==> config.mk <==
export PLATFORM = sky130hd
export DESIGN_NAME = vga_image_writer
export DESIGN_NICKNAME = d
export VERILOG_FILES = /design/src/rtl/vga_image_pkg.sv /design/src/rtl/vga_word_unpack.sv /design/src/rtl/vga_image_writer.sv
export SDC_FILE = /design/constraint.sdc
export NUM_CORES = 1
export LEC_CHECK = 0
export CAP_MARGIN = 20
export CORE_UTILIZATION = 53
export CTS_CLUSTER_DIAMETER = 50
export CTS_CLUSTER_SIZE = 12
export DETAILED_ROUTE_END_ITERATION = 8
export GPL_ROUTABILITY_DRIVEN = 0
export PLACE_DENSITY = 0.77
export SKIP_LAST_GASP = 1
export SYNTH_ARGS = -nofsm -noshare
export SYNTH_HDL_FRONTEND = slang
export SYNTH_SLANG_ARGS = --single-unit
==> constraint.sdc <==
create_clock -name clk -period 4.02 [get_ports clk]
set_input_delay 0.402 -clock clk [delete_from_list [all_inputs] [get_ports clk]]
set_output_delay 0.402 -clock clk [all_outputs]
set_load 0.005 [all_outputs]
==> src/rtl/vga_image_pkg.sv <==
// Shared widths, pixel-format selection and FSM states
// for the VGA image buffer write path.
package vga_image_pkg;

  localparam int X_BITS   = 9;
  localparam int Y_BITS   = 7;
  localparam int A_BITS   = X_BITS + Y_BITS;
  localparam int W_BITS   = X_BITS + 1;
  localparam int H_BITS   = Y_BITS + 1;
  localparam int REM_BITS = A_BITS + 1;

`ifdef VGA_8BIT_IMAGE
  localparam int PWIDTH = 8;
`else
  localparam int PWIDTH = 12;
`endif

  localparam int PIX_PER_WORD = (PWIDTH == 8) ? 4 : 2;
  localparam int LANE_W       = 32 / PIX_PER_WORD;
  localparam int LANE_BITS    = $clog2(PIX_PER_WORD);

  typedef enum logic [1:0] {
    IDLE,
    PRIME,
    WRITE,
    DONE
  } state_e;

endpackage

==> src/rtl/vga_word_unpack.sv <==
// Holds one packed pixel word and hands out its lanes,
// lane 0 first, one per take.
module vga_word_unpack
  import vga_image_pkg::*;
(
  input  logic              clk,
  input  logic              resetn,
  input  logic              en,
  input  logic              more,
  input  logic              take,
  input  logic              flush,
  input  logic              in_valid,
  input  logic [31:0]       in_data,
  output logic              in_ready,
  output logic              pix_valid,
  output logic [PWIDTH-1:0] pix
);

  logic [31:0]          word;
  logic [LANE_BITS-1:0] lane;
  logic                 full;
  logic                 last_lane;

  assign last_lane = lane == LANE_BITS'(PIX_PER_WORD - 1);
  assign pix_valid = full;
  assign pix       = word[int'(lane) * LANE_W +: PWIDTH];

  // Refill in the same cycle the last lane drains keeps 1 pixel/cycle.
  assign in_ready = en & (~full | (take & last_lane & more));

  always_ff @(posedge clk or negedge resetn) begin
    if (!resetn) begin
      word <= '0;
      lane <= '0;
      full <= 1'b0;
    end else if (flush) begin
      lane <= '0;
      full <= 1'b0;
    end else if (in_valid && in_ready) begin
      word <= in_data;
      lane <= '0;
      full <= 1'b1;
    end else if (take) begin
      if (last_lane) begin
        lane <= '0;
        full <= 1'b0;
      end else begin
        lane <= lane + LANE_BITS'(1);
      end
    end
  end

endmodule

==> src/rtl/vga_image_writer.sv <==
// Fills a programmed rectangle of the image buffer from a
// packed pixel stream; address leads image_we by one cycle.
module vga_image_writer
  import vga_image_pkg::*;
(
  input  logic              clk,
  input  logic              resetn,
  input  logic              start,
  input  logic [8:0]        cfg_x0,
  input  logic [6:0]        cfg_y0,
  input  logic [9:0]        cfg_w,
  input  logic [7:0]        cfg_h,
  input  logic              in_valid,
  input  logic [31:0]       in_data,
  output logic              in_ready,
  output logic              image_we,
  output logic [15:0]       address,
  output logic [PWIDTH-1:0] image_data,
  output logic              busy,
  output logic              done
);

  state_e state, state_n;

  logic [X_BITS-1:0]   x0_q;
  logic [W_BITS-1:0]   w_q;
  logic [W_BITS-1:0]   col_cnt;
  logic [REM_BITS-1:0] remaining;
  logic [W_BITS-1:0]   w_eff;
  logic [H_BITS-1:0]   h_eff;
  logic [X_BITS-1:0]   nxt_col;
  logic [Y_BITS-1:0]   nxt_row;
  logic                row_end;
  logic                more;
  logic                take;
  logic                flush;
  logic                unpack_en;
  logic                pix_valid;
  logic [PWIDTH-1:0]   pix;

  assign w_eff = (cfg_w == '0) ? W_BITS'(1 << X_BITS) : cfg_w;
  assign h_eff = (cfg_h == '0) ? H_BITS'(1 << Y_BITS) : cfg_h;
  assign more  = remaining > REM_BITS'(1);

  // Columns wrap inside the row; only a full row moves to the next one.
  assign row_end = col_cnt == w_q - W_BITS'(1);
  assign nxt_col = row_end ? x0_q
                 : address[X_BITS-1:0] + X_BITS'(1);
  assign nxt_row = row_end ? address[A_BITS-1:X_BITS] + Y_BITS'(1)
                 : address[A_BITS-1:X_BITS];

  vga_word_unpack u_unpack (
    .clk       (clk),
    .resetn    (resetn),
    .en        (unpack_en),
    .more      (more),
    .take      (take),
    .flush     (flush),
    .in_valid  (in_valid),
    .in_data   (in_data),
    .in_ready  (in_ready),
    .pix_valid (pix_valid),
    .pix       (pix)
  );

  always_ff @(posedge clk or negedge resetn) begin
    if (!resetn) state <= IDLE;
    else         state <= state_n;
  end

  always_comb begin
    state_n   = state;
    busy      = 1'b1;
    done      = 1'b0;
    take      = 1'b0;
    flush     = 1'b0;
    unpack_en = 1'b0;
    unique case (state)
      IDLE: begin
        busy = 1'b0;
        if (start) state_n = PRIME;
      end
      PRIME: begin
        unpack_en = 1'b1;
        state_n   = WRITE;
      end
      WRITE: begin
        if (remaining == '0) begin
          flush   = 1'b1;
          state_n = DONE;
        end else begin
          unpack_en = 1'b1;
          take      = pix_valid;
        end
      end
      DONE: begin
        done    = 1'b1;
        flush   = 1'b1;
        state_n = IDLE;
      end
      default: state_n = IDLE;
    endcase
  end

  always_ff @(posedge clk or negedge resetn) begin
    if (!resetn) begin
      image_we   <= 1'b0;
      address    <= '0;
      image_data <= '0;
      x0_q       <= '0;
      w_q        <= '0;
      col_cnt    <= '0;
      remaining  <= '0;
    end else begin
      image_we <= take;
      if (take) begin
        image_data <= pix;
        address    <= {nxt_row, nxt_col};
        col_cnt    <= row_end ? '0 : col_cnt + W_BITS'(1);
        remaining  <= remaining - REM_BITS'(1);
      end else if (state == IDLE && start) begin
        x0_q      <= cfg_x0;
        w_q       <= w_eff;
        col_cnt   <= '0;
        address   <= {cfg_y0, cfg_x0};
        remaining <= REM_BITS'(w_eff) * REM_BITS'(h_eff);
      end
    end
  end

endmodule

==> insert_results.sql, run 1 <==
INSERT INTO impl_metrics (metric_group, metric, value, unit) VALUES
('critical_path', 'worstPathRequired', '4260', 'ps'),
('run_status', 'status', 'finished, violations left', ''),
('cts', 'numCtsBuffers', '9', ''),
('floorplanning', 'core_area', '14800', 'um^2'),
('logic_synthesis', 'yosysWarningCount', '0', ''),
('logic_synthesis', 'synth_cells', '883', ''),
('cts', 'clk_pin_slew', '80', 'ps'),
('final_layout', 'syn2layout_area_growth', '24.2', '%'),
('final_layout', 'layout.nets', '1167', ''),
('cts', 'cts_max_level', '3', ''),
('grt', 'global_route.overflow_total', '0', ''),
('cts', 'clock_sink_count', '103', ''),
('logic_synthesis', 'synth_nets', '1047', ''),
('power', 'cell_internal_pwr', '0.00379', 'W'),
('critical_path', 'crit_fanout', '4', ''),
('logic_synthesis', 'synth_top_cells_by_count', 'sky130_fd_sc_hd__nand2_1, sky130_fd_sc_hd__dfrtp_1, sky130_fd_sc_hd__inv_1', ''),
('grt', 'grt_antenna_before_repair', '0', ''),
('logic_synthesis', 'ys_seq_elements', '103', ''),
('power', 'switching_share', '41.8', '%'),
('critical_path', 'worstPathBufferInverterCount', '5', ''),
('grt', 'global_route_usage_over_all_layers', '25.1', '%'),
('floorplanning', 'die_width', '126', 'um'),
('floorplanning', 'placementRows', '44', ''),
('floorplanning', 'floorplan_die_height', '126', 'um'),
('routing', 'viasPerCell', '5.67', ''),
('logic_synthesis', 'synthArstFlopShare', '100', '%'),
('cts', 'ctsHoldBuffers', '0', ''),
('timing', 'postLayoutSetupSlackWorst', '-487', 'ps'),
('placement', 'hpwl', '13600', 'um'),
('final_layout', 'fraction_of_layout_cells_with_a_size_suffix_above_1', '17.8', '%'),
('timing', 'max_clock_freq', '0.222', 'GHz'),
('floorplanning', 'die-area', '15800', 'um^2'),
('timing', 'setup-violations-final', '8', ''),
('placement', 'preCtsSetupSlack', '-1300', 'ps'),
('critical_path', 'cp_common_cell', 'sky130_fd_sc_hd__fa_1', ''),
('critical_path', 'critPathCaptureType', 'flop', ''),
('timing', 'worst_hold_slack', '34.6', 'ps'),
('critical_path', 'worst_path_max_delay_cell', 'sky130_fd_sc_hd__fa_1', ''),
('grt', 'via_count_of_the_first_global_routing_pass', '6756', ''),
('floorplanning', 'initial_core_utilization', '55.0', '%'),
('critical_path', 'cp_top_family', 'adder cells', ''),
('power', 'vdd_drop_max', '0.321', 'mV'),
('grt', 'pin_count_of_the_biggest_net_entering_global_routing', '47', ''),
('power', 'static-leakage-power', '4.60', 'nW'),
('timing', 'min_period', '4510', 'ps'),
('power', 'power.clock.fraction', '13.4', '%'),
('logic_synthesis', 'netlist-cell-type-count', '69', ''),
('power', 'total_switching_power', '0.00271', 'W'),
('logic_synthesis', 'syn-cell-area', '8120', 'um^2'),
('routing', 'drt_pass1_iterations', '5', ''),
('routing', 'route.detailed.wl_per_inst', '16.0', 'um'),
('floorplanning', 'top_level_ports', '102', ''),
('logic_synthesis', 'synthesis.area_per_instance', '9.19', 'um^2'),
('cts', 'tritoncts_clock_tree', 'built', ''),
('final_layout', 'final_core_util', '68.3', '%'),
('critical_path', 'chain_of_cells_forming_the_critical_path', 'buf_8, nor4_4, a21oi_4, buf_4, nor2b_2, fa_1, fa_1, fa_1, inv_1, fa_1, inv_1, ha_4, o21ai_2, inv_2, o31ai_4, or4b_4, a41oi_2, xor2_1, a21oi_1', ''),
('routing', 'vias', '6762', ''),
('run_status', 'failing_checks', 'setup timing', ''),
('routing', 'met2_wirelength', '9760', 'um'),
('routing', 'detail_route.wirelength', '19100', 'um'),
('placement', 'port_buffers', '93', ''),
('critical_path', 'slowest_stage_delay_cp', '550', 'ps'),
('logic_synthesis', 'netlist.top_cell.by_area', 'sky130_fd_sc_hd__dfrtp_1', ''),
('cts', 'cts-root-to-sink-buffers', '2', ''),
('routing', 'highest-signal-layer', 'met4', ''),
('routing', 'drc', '0', ''),
('timing', 'relSlewSlack', '50.3', '%'),
('logic_synthesis', 'synth_most_common_cell', 'sky130_fd_sc_hd__nand2_1', ''),
('critical_path', 'start_kind', 'primary input', ''),
('routing', 'met3_length', '747', 'um'),
('grt', 'grt_pass1_wl', '32400', 'um');
cells in the final DEF (no fill, tap or decap), drive strengths merged, types with 21 or more instances in the layout:
cell type / synthesis / routed
nor3: 22 / 22
o21ai: 41 / 41
buf: 23 / 71
ha: 47 / 47
nand2: 126 / 126
fa: 47 / 47
a21oi: 35 / 35
inv: 75 / 78
mux2i: 22 / 22
nor2b: 21 / 21
mux2: 24 / 24
clkdlybuf4s50: 0 / 75
dfrtp: 103 / 103
and2: 58 / 58
nor2: 37 / 37
metal layers:
metal  GRT usage, %  up-vias
met4           6.52        0
met3           3.31       24
met2           43.2      174
met5              0        -
met1           33.6     3344
li1               -     3220
final timing paths:
kind	start	to	slack [ps]	depth (start not counted)
hold / removal	resetn	w_q[9]	30	1
setup reg to reg	remaining[4]	address[15]	690	8
hold reg to reg	x0_q[0]	x0_q[0]	480	2
min in group clk	cfg_w[5]	w_q[5]	470	4
max in group asynchronous	resetn	u_unpack.word[25]	3100	2
setup / recovery	cfg_h[4]	remaining[15]	-490	19
registers in the layout, indices dropped and copies added (netlist names):
name,flops
col_cnt,10
state,2
image_data,12
image_we,1
u_unpack.word,24
remaining,17
x0_q,9
address,16
u_unpack.lane,1
u_unpack.pix_valid,1
w_q,10
stage by stage:
stage | setup TNS, ps | std cells | power (W)
6_report | -2670 | 1192 | 0.00650
5_1_grt | -4180 | 1192 | 0.00702
4_1_cts | -2200 | 1188 | 0.00638
3_5_place_dp | -9840 | 1168 | 0.00531
3_3_place_gp | -9060 | 1168 | 0.00520
2_1_floorplan | -2850 | 883 | 0.00416
cell families (layout without fill, tap and decap cells):
group	count (synthesis)	in the layout	synth area share, %
fa+ha+maj	94	94	18.8
compound gates	152	152	12.6
mux	46	46	6.04
xor+xnor	32	32	3.45
flops	103	103	31.7
simple gates	334	334	20.9
buf+inv	122	247	6.35
layout make-up:
cell class,count,area (um^2)
multi-input cells,658,5280
fillers,1142,4670
flip-flops and latches,103,2580
repair buffers,156,1410
inverters,75,282
well taps,184,230
clock buffers,9,225
clock inverters,7,76.3
power by group through the flow:
stage | clock network (W) | logic [W] | registers, W
global route | 0.000929 | 0.00408 | 0.00201
global placement | 0 | 0.00326 | 0.00194
finish | 0.000874 | 0.00368 | 0.00195
floorplan | 0 | 0.00233 | 0.00184
detailed placement | 0 | 0.00335 | 0.00196
CTS | 0.000888 | 0.00354 | 0.00194
timing repair:
item                       CTS  global route
buffers inserted             5             4
resized for setup           88            13
hold endpoints to repair     0             0
pin swaps                   48            24
setup endpoints to repair   10            10
(Power assumes the default switching activity.)
==> run 2, diff against run 1 <==
--- a/config.mk
+++ b/config.mk
@@ -10,8 +10,9 @@
 export CTS_CLUSTER_DIAMETER = 50
 export CTS_CLUSTER_SIZE = 12
 export DETAILED_ROUTE_END_ITERATION = 8
+export DONT_BUFFER_PORTS = 1
 export GPL_ROUTABILITY_DRIVEN = 0
-export PLACE_DENSITY = 0.77
+export PLACE_DENSITY = 0.68
 export SKIP_LAST_GASP = 1
 export SYNTH_ARGS = -nofsm -noshare
 export SYNTH_HDL_FRONTEND = slang
==> run 2 against run 1 <==
  * The flow still finishes with violations (setup timing)
  * Final area fell by 11%
  * Combinational power shrank 9.0%
  * Worst hold slack improved by 110 ps
  * Clock skew down 1.1 ps
  * Sequential power barely moved
  * Worst setup slack better by 300 ps
  * Count of clock-buffer cells in the layout is the same
  * Wire length down 3.6%
==> insert_results.sql, run 2 (synthesis results as in run 1) <==
INSERT INTO impl_metrics (metric_group, metric, value, unit) VALUES
('placement', 'port_buffers', '0', ''),
('hold_path', 'min-delay-path-class', 'primary input to flop', ''),
('cts', 'clock-root-buffer', 'sky130_fd_sc_hd__clkbuf_16', ''),
('grt', 'grt_pass1_wl', '31600', 'um'),
('grt', 'via_count_of_the_first_global_routing_pass', '6529', ''),
('routing', 'vias', '6250', ''),
('final_layout', 'most-common-layout-cells', 'sky130_fd_sc_hd__nand2_1, sky130_fd_sc_hd__dfrtp_1, sky130_fd_sc_hd__inv_1, sky130_fd_sc_hd__and2_1, sky130_fd_sc_hd__fa_1', ''),
('power', 'power', '0.00622', 'W'),
('cts', 'cts_max_level', '3', ''),
('run', 'cap_violations', '0', ''),
('floorplanning', 'initial_core_utilization', '55.0', '%'),
('routing', 'detail_route.wirelength', '18400', 'um'),
('timing', 'timing.clock.skew', '8.63', 'ps'),
('floorplanning', 'top_level_ports', '102', ''),
('routing', 'drt-initial-drc-count', '368', ''),
('timing', 'min_period', '4210', 'ps'),
('routing', 'drt_pass1_iterations', '5', ''),
('timing', 'relSlewSlack', '48.3', '%'),
('timing', 'post-route-period-util', '105', '%'),
('final_layout', 'layout.nets', '1048', ''),
('timing', 'postLayoutSetupSlackWorst', '-188', 'ps'),
('timing', 'unrepaired_setup_endpoints_after_global_routing', 'yes', ''),
('cts', 'insertion_delay_of_the_later_clocked_pin_in_the_worst_skew_pair', '360', 'ps'),
('cts', 'clock_sink_count', '103', ''),
('cts', 'clk_pin_slew', '80', 'ps'),
('timing', 'setup-violations-final', '5', ''),
('final_layout', 'fraction_of_layout_cells_with_a_size_suffix_above_1', '15.3', '%'),
('critical_path', 'cp.arrival', '4450', 'ps'),
('critical_path', 'startpoint', 'cfg_h[6]', ''),
('critical_path', 'slowest_stage_delay_cp', '520', 'ps'),
('critical_path', 'chain_of_cells_forming_the_critical_path', 'nor4_4, a21oi_2, nand2b_4, fa_1, fa_1, inv_1, fa_1, inv_1, fa_1, inv_2, ha_4, o21ai_2, a21oi_2, o31ai_2, or4b_4, a41oi_2, xor2_1, a21oi_1', ''),
('cts', 'tritoncts_clock_tree', 'built', ''),
('routing', 'drc', '0', ''),
('cts', 'cts-root-to-sink-buffers', '2', ''),
('critical_path', 'cp_common_cell', 'sky130_fd_sc_hd__fa_1', ''),
('final_layout', 'syn2layout_area_growth', '10.8', '%'),
('critical_path', 'timing.reg2reg.worst_path_depth', '8', ''),
('power', 'power_density', '692', 'nW/um^2'),
('floorplanning', 'placementRows', '44', ''),
('critical_path', 'critical_path.endpoint', 'remaining[15]', ''),
('placement', 'hpwl', '13400', 'um'),
('critical_path', 'worstSetupPathType', 'primary input to flop', ''),
('routing', 'viasPerCell', '5.82', ''),
('critical_path', 'start_kind', 'primary input', ''),
('timing', 'final-max-slew-violation-count', '0', ''),
('routing', 'antenna_left', '0', ''),
('final_layout', 'antenna-diode-count', '0', ''),
('grt', 'pin_count_of_the_biggest_net_entering_global_routing', '104', ''),
('routing', 'route.detailed.wl_per_inst', '17.2', 'um'),
('hold_path', 'hold_start', 'cfg_x0[4]', ''),
('critical_path', 'rr_endpoint', 'address[15]', ''),
('timing', 'max_slew.worst_pin.slew', '775', 'ps'),
('final_layout', 'most_frequent_standard_cell_in_the_layout_excluding_fill_and_tap_cells', 'sky130_fd_sc_hd__nand2_1', ''),
('grt', 'grt_antenna_before_repair', '0', ''),
('power', 'vdd_drop_max', '0.424', 'mV'),
('critical_path', 'worst_path_max_delay_cell', 'sky130_fd_sc_hd__fa_1', ''),
('cts', 'numCtsBuffers', '9', ''),
('run_status', 'status', 'finished, violations left', ''),
('final_layout', 'registers.top_by_ff_count', 'u_unpack.word', ''),
('timing', 'final_hold_violation_count', '0', ''),
('placement', 'preCtsSetupSlack', '-692', 'ps'),
('timing', 'worst_hold_slack', '145', 'ps'),
('critical_path', 'critPathCaptureType', 'flop', ''),
('floorplanning', 'die_width', '126', 'um'),
('timing', 'max_clock_freq', '0.238', 'GHz'),
('final_layout', 'largest_register_ff_count', '24', ''),
('timing', 'fin_tns_setup', '-650', 'ps'),
('grt', 'global_route.overflow_total', '0', ''),
('grt', 'global_route_usage_over_all_layers', '24.8', '%'),
('floorplanning', 'core_area', '14800', 'um^2'),
('final_layout', 'final_core_util', '61.0', '%'),
('critical_path', 'setup.reg_to_reg.worst_slack', '770', 'ps'),
('floorplanning', 'floorplan_die_height', '126', 'um'),
('floorplanning', 'die-area', '15800', 'um^2'),
('final_layout', 'reg.largest.list', 'u_unpack.word: 24 flops, remaining: 17 flops, address: 16 flops', ''),
('critical_path', 'worstPathRequired', '4260', 'ps'),
('power', 'static-leakage-power', '4.11', 'nW'),
('run_status', 'failing_checks', 'setup timing', ''),
('critical_path', 'critical_path.reg2reg.startpoint', 'remaining[4]', ''),
('critical_path', 'crit_fanout', '11', '');
==> run 2: cell type report <==
cell class	count	area, um^2
inverters	75	282
clock buffers	9	225
clock inverters	7	93.8
well taps	184	230
flip-flops and latches	103	2580
fillers	1232	5760
repair buffers	37	312
multi-input cells	658	5280
==> run 2: repair_timing <==
action                     in CTS  in global routing
hold endpoints to repair      103                  0
setup endpoints to repair       7                  7
setup buffers                   5                  4
gates resized for setup        26                 14
pin swaps                      35                 29
hold buffers                    2                  0
==> run 2: worst max-delay path, delay by kind of cell <==
kind / cells / cell delay [ps]
buf+inv: 3 / 140
compound gates: 6 / 700
xor+xnor: 1 / 160
simple gates: 3 / 920
fa+ha+maj: 5 / 2140
==> run 2: stage by stage <==
| stage | cells | instance area (um^2) |
|---|---|---|
| 2_1_floorplan | 883 | 8190 |
| 3_3_place_gp | 1051 | 8420 |
| 3_5_place_dp | 1051 | 8420 |
| 4_1_cts | 1072 | 8920 |
| 5_1_grt | 1073 | 9000 |
| 6_report | 1073 | 9000 |
==> run 2: per-layer routing <==
layer	GRT usage (%)	up-vias	wire length, um
li1	-	2990	-
met2	43.3	129	9500
met4	5.74	0	182
met3	5.40	22	912
met1	31.5	3109	7810
met5	0	-	0
==> run 2: worst min path at each step <==
stage            endpoint  depth (start not counted)
2_1_floorplan  address[0]                          0
3_3_place_gp       w_q[0]                          0
3_5_place_dp       w_q[4]                          0
4_1_cts           x0_q[7]                          2
5_1_grt           x0_q[7]                          2
6_report          x0_q[4]                          2
==> run 2: power breakdown <==
part / leakage (nW) / internal (W) / switching, W
Combinational: 2.69 / 0.00162 / 0.00173
Clock: 0.153 / 0.000449 / 0.000451
Sequential: 1.27 / 0.00149 / 0.000475
